[src/rtl/uart_frame_decoder.sv]
// uart_frame_decoder: turns 7-byte UART command frames into register requests and returns read data as 4 TX bytes
module uart_frame_decoder #(
    parameter logic [7:0] HEADER         = 8'h01,
    parameter logic [7:0] CMD_READ       = 8'h02,
    parameter logic [7:0] CMD_WRITE      = 8'h03,
    parameter int         TIMEOUT_CYCLES = 100000
) (
    input  logic        CLK_I,
    input  logic        RST_I,
    input  logic        RX_EMPTY_I,
    output logic        RE_O,
    input  logic [7:0]  DREC_I,
    input  logic        TX_READY_I,
    output logic        WE_O,
    output logic [7:0]  DSEND_O,
    output logic        REQ_VALID_O,
    input  logic        REQ_READY_I,
    output logic        REQ_WRITE_O,
    output logic [7:0]  REQ_ADDR_O,
    output logic [31:0] REQ_DATA_O,
    input  logic        RSP_VALID_I,
    output logic        RSP_READY_O,
    input  logic [31:0] RSP_DATA_I,
    output logic        ERR_O,
    output logic        BUSY_O
);
    localparam int TW = $clog2(TIMEOUT_CYCLES);

    typedef enum logic [2:0] {IDLE, RX_CMD, RX_ADDR, RX_DATA, REQ, WAIT_RSP, TX} state_t;

    state_t        state_q, state_d;
    logic [7:0]    cmd_q, cmd_d, addr_q, addr_d;
    logic [31:0]   data_q, data_d, rsp_q, rsp_d;
    logic [1:0]    k_q, k_d;
    logic [TW-1:0] tmo_q, tmo_d;
    logic          err_q, err_d;
    logic          cmd_ok;

    assign cmd_ok      = cmd_q == CMD_READ || cmd_q == CMD_WRITE;
    assign RE_O        = (state_q inside {IDLE, RX_CMD, RX_ADDR, RX_DATA}) && !RX_EMPTY_I;
    assign WE_O        = state_q == TX && TX_READY_I;
    assign DSEND_O     = state_q == TX ? rsp_q[{k_q, 3'b000} +: 8] : 8'h00;
    assign REQ_VALID_O = state_q == REQ;
    assign REQ_WRITE_O = cmd_q == CMD_WRITE;
    assign REQ_ADDR_O  = addr_q;
    assign REQ_DATA_O  = data_q;
    assign RSP_READY_O = state_q == WAIT_RSP;
    assign ERR_O       = err_q;
    assign BUSY_O      = state_q != IDLE;

    always_comb begin
        state_d = state_q;
        cmd_d   = cmd_q;
        addr_d  = addr_q;
        data_d  = data_q;
        rsp_d   = rsp_q;
        k_d     = k_q;
        tmo_d   = '0;
        err_d   = 1'b0;
        case (state_q)
            IDLE: if (RE_O && DREC_I == HEADER) state_d = RX_CMD;
            RX_CMD, RX_ADDR, RX_DATA: begin
                if (RE_O) begin
                    if (state_q == RX_CMD) begin
                        cmd_d   = DREC_I;
                        state_d = RX_ADDR;
                    end else if (state_q == RX_ADDR) begin
                        addr_d  = DREC_I;
                        k_d     = 2'd0;
                        state_d = RX_DATA;
                    end else begin
                        data_d[{k_q, 3'b000} +: 8] = DREC_I;
                        k_d = k_q + 2'd1;
                        if (k_q == 2'd3) begin
                            state_d = cmd_ok ? REQ : IDLE;
                            err_d   = !cmd_ok;
                        end
                    end
                // inter-byte silence too long: drop the partial frame
                end else if (tmo_q == TW'(TIMEOUT_CYCLES - 1)) begin
                    state_d = IDLE;
                    err_d   = 1'b1;
                end else begin
                    tmo_d = tmo_q + 1'b1;
                end
            end
            REQ: if (REQ_READY_I) state_d = REQ_WRITE_O ? IDLE : WAIT_RSP;
            WAIT_RSP: if (RSP_VALID_I) begin
                rsp_d   = RSP_DATA_I;
                k_d     = 2'd0;
                state_d = TX;
            end
            TX: if (TX_READY_I) begin
                k_d = k_q + 2'd1;
                if (k_q == 2'd3) state_d = IDLE;
            end
            default: state_d = IDLE;
        endcase
    end

    always_ff @(posedge CLK_I or posedge RST_I) begin
        if (RST_I) begin
            state_q <= IDLE;
            cmd_q   <= '0;
            addr_q  <= '0;
            data_q  <= '0;
            rsp_q   <= '0;
            k_q     <= '0;
            tmo_q   <= '0;
            err_q   <= 1'b0;
        end else begin
            state_q <= state_d;
            cmd_q   <= cmd_d;
            addr_q  <= addr_d;
            data_q  <= data_d;
            rsp_q   <= rsp_d;
            k_q     <= k_d;
            tmo_q   <= tmo_d;
            err_q   <= err_d;
        end
    end
endmodule

[config.mk]
export PLATFORM = sky130hd
export DESIGN_NAME = uart_frame_decoder
export DESIGN_NICKNAME = d
export VERILOG_FILES = /design/src/rtl/uart_frame_decoder.sv
export SDC_FILE = /design/constraint.sdc
export NUM_CORES = 1
export LEC_CHECK = 0
export BUFFER_PORTS_ARGS = -buffer_cell sky130_fd_sc_hd__buf_2
export CAP_MARGIN = 20
export CORE_MARGIN = 1.5
export CORE_UTILIZATION = 59
export DETAILED_ROUTE_END_ITERATION = 16
export PLACE_DENSITY = 0.94
export SYNTH_ARGS = -nofsm -noshare
export SYNTH_HDL_FRONTEND = slang
export SYNTH_SLANG_ARGS = --single-unit
[constraint.sdc]
create_clock -name CLK_I -period 5.9 [get_ports CLK_I]
set_clock_uncertainty 0.15 [all_clocks]
set_input_delay 1.18 -clock CLK_I [delete_from_list [all_inputs] [get_ports CLK_I]]
set_output_delay 1.18 -clock CLK_I [all_outputs]
set_load 0.05 [all_outputs]
==> flow_summary.toml <==
[status]
status = "complete, no violations"

[synth]
syn_avg_cell_area_um2 = 11.4
ys_top_cells_by_area = "dfrtp_1, mux2_2, nand2_1"
synthesis.nets = 468
synth_top_cell_by_area = "dfrtp_1"
syn_area_um2 = 4720
ys_warn_count = 0
yosysTopAreaCellShare = 0.546
synth_cells = 415
synthArstFlopShare = 1.00
ys_ff_latch = 103
synth-main-ff-cell = "dfrtp_1"
synth_edf_count = 0
yosysSeqAreaShare = 0.546
synth_cell_types = 42

[final_layout]
nFillCells = 508
fin_cells = 618
nets = 564
area_delta_synth_final_pct = 16.7
antenna_cells = 0
fin_area_um2 = 5500
drive_above_1_share = 0.355
area.sequential_um2 = 2580
multi_input_area_um2 = 2020

[global_routing]
grt_pass1_wl_um = 17100
grt_pass1_vias = 3532
grt_usage = 0.260
grt_max_degree = 57
grt.overflow.total = 0
antenna_found_initial = 0

[setup_path]
r2r_slack_ns = 3.06
cpPeakStageDelay_ns = 0.83
cp_num_buf_inv = 1
r2r-end = "REQ_DATA_O[18]"
crit_required_ns = 4.57
path_cells = "mux4_2, and3_1, buf_2"
critPathMaxFanout = 15
critPathArrivalTime_ns = 2.23
worstSetupEndpointType = "output port"
cpMaxStageDelayCell = "dfrtp_1"
path_class = "reg -> out"
start_kind = "flop"
reg2reg_depth = 5
worstReg2RegStart = "k_q[0]"
critPathTopFamily = "flip-flops"

[die]
placementRows = 32
dieArea_um2 = 8540
coreArea_um2 = 7730
start_util = 0.610
dieWidth_um = 92.4
die_h_um = 92.4
io_pins = 101

[timing]
period_minus_slack_ns = 3.56
fin_tns_setup_ns = 0
slew_headroom = 0.365
worst_pin_slew_ns = 0.951
final-hold-violation-count = 0
period_share = 0.603
final_max_slew_viol_count = 0
max_freq_mhz = 281
final-setup-viol-count = 0
rsz0062_at_grt = "false"

[placed_design]
port_buffers = 100
hpwl_um = 7340
dpl_cell_area_um2 = 5270
dp.cells = 602
globalplace.congestion = 0.795

[power]
power_density_nw_per_um2 = 513
p_sw_mw = 1.24
clockPowerShare = 0.181
p_leak_nw = 2.73
combPwrFrac = 0.413
switching_share = 0.438
p_int_mw = 1.59
vdd.ir_drop.worst_v = 0.000320
power_frac_seq = 0.407

[clock_network]
hold_buffers = 0
clock_sinks = 103
clock-root-buffer = "clkbuf_8"
ctsResizeCount = 0
cts_max_path_buffers = 2
numCtsBuffers = 9
cts_tree = "done"
insertion_delay_ns = 0.37
clk_transition_reported_paths_ns = 0.11
post_cts_buffers = 0
cts_htree_levels = 3

[min_path]
min_from = "REQ_DATA_O[17]"
holdPathStages = 2
min_path_type = "reg -> reg"
min_to = "REQ_DATA_O[17]"

[detailed_routing]
routed_wl_um = 10400
post_drt_wl_per_cell_um = 16.8
via_per_inst = 5.72
vias = 3537
first_pass_iters = 4
drc = 0
ant_nets = 0
drt_iter0_drc = 241

[job]
max_cap_violations = 0
-- worst min-delay path: cells and delay by family, from the launching register on --
family / cells / cell delay [ns]
compound gates: 1 / 0.06
flops: 1 / 0.36
simple gates: 1 / 0.04
-- per-layer routing --
layer	GRT usage	share of wire
met4	0.110	0.024
met3	0.0517	0.065
met1	0.349	0.42
met5	0	0
met2	0.413	0.49
-- layout make-up --
cell class,instances,share of cell area
clock inverters,7,0.0205
inverters,7,0.00523
repair buffers,102,0.0937
clock buffers,9,0.0225
flip-flops and latches,103,0.468
multi-input cells,288,0.367
well taps,102,0.0232
-- cells by family (layout without fill, tap and decap cells) --
logic type                 after synthesis  after routing  synth area share
and+or+nand+nor                        157            157             0.157
DFF                                    103            103             0.546
muxes                                   59             59             0.160
AOI/OAI and AO/OA                       50             50            0.0645
buffers and inverters                   24            125            0.0260
xor gates and xnor gates                15             15            0.0279
adders and majority gates                7              7            0.0186
-- cell usage in the layout (no fill, tap or decap), types with 3 or more instances in the layout --
master    instances
a21oi_1           4
and2_1            3
and3_1           13
buf_2           100
clkbuf_8          9
dfrtp_1         103
ha_1              7
inv_1             6
mux2_2           50
mux4_2            8
nand2_1          79
nand2b_1          3
nand3_1           8
nand4_1           3
nor2_1           24
nor2b_1           4
nor3_1            7
nor3b_1           3
nor4_1            3
o21ai_0          34
xnor2_1           7
xor2_1            8
-- cell usage after synthesis (2+ instances only) --
cell type,instances
dfrtp_1,103
nand2_1,79
mux2_2,50
o21ai_0,34
nor2_1,24
and3_1,13
buf_2,8
mux4_2,8
nand3_1,8
xor2_1,8
ha_1,7
inv_1,7
nor3_1,7
xnor2_1,7
clkbuf_1,5
a21oi_1,4
nor2b_1,4
and2_1,3
nand2b_1,3
nand4_1,3
nor3b_1,3
nor4_1,3
a31oi_1,2
buf_4,2
buf_6,2
nor3b_2,2
-- per-stage QoR --
stage | util | total power [mW] | hold slack, ns | setup slack, ns
6_report | 0.712 | 2.82 | 0.335 | 2.34
5_1_grt | 0.712 | 2.96 | 0.368 | 2.24
4_1_cts | 0.712 | 2.83 | 0.338 | 2.31
3_5_place_dp | 0.682 | 2.32 | 0.315 | 2.69
3_3_place_gp | 0.682 | 2.26 | 0.307 | 2.75
2_1_floorplan | - | 2.04 | 0.302 | 1.87
-- flip-flops by register name, summed over array words and instances, names as in the netlist --
| signal | count |
|---|---|
| REQ_DATA_O | 32 |
| cmd_q | 8 |
| k_q | 2 |
| REQ_ADDR_O | 8 |
| state_q | 3 |
| tmo_q | 17 |
| rsp_q | 32 |
| ERR_O | 1 |
-- power groups by stage --
stage / registers (mW) / clock network (mW) / logic, mW
after global placement: 1.14 / 0 / 1.12
after detailed placement: 1.16 / 0 / 1.16
after floorplan: 1.48 / 0 / 0.567
final: 1.15 / 0.510 / 1.16
after global routing: 1.18 / 0.545 / 1.24
after CTS: 1.15 / 0.518 / 1.17
-- worst max path at each step --
stage / from / endpoint / depth (start not counted)
2_1_floorplan: RST_I / ERR_O / 1
3_3_place_gp: RX_EMPTY_I / RE_O / 3
3_5_place_dp: RX_EMPTY_I / RE_O / 3
4_1_cts: k_q[0] / DSEND_O[2] / 3
5_1_grt: k_q[0] / DSEND_O[2] / 3
6_report: k_q[0] / DSEND_O[2] / 3
Power figures use the tool's default switching activity.
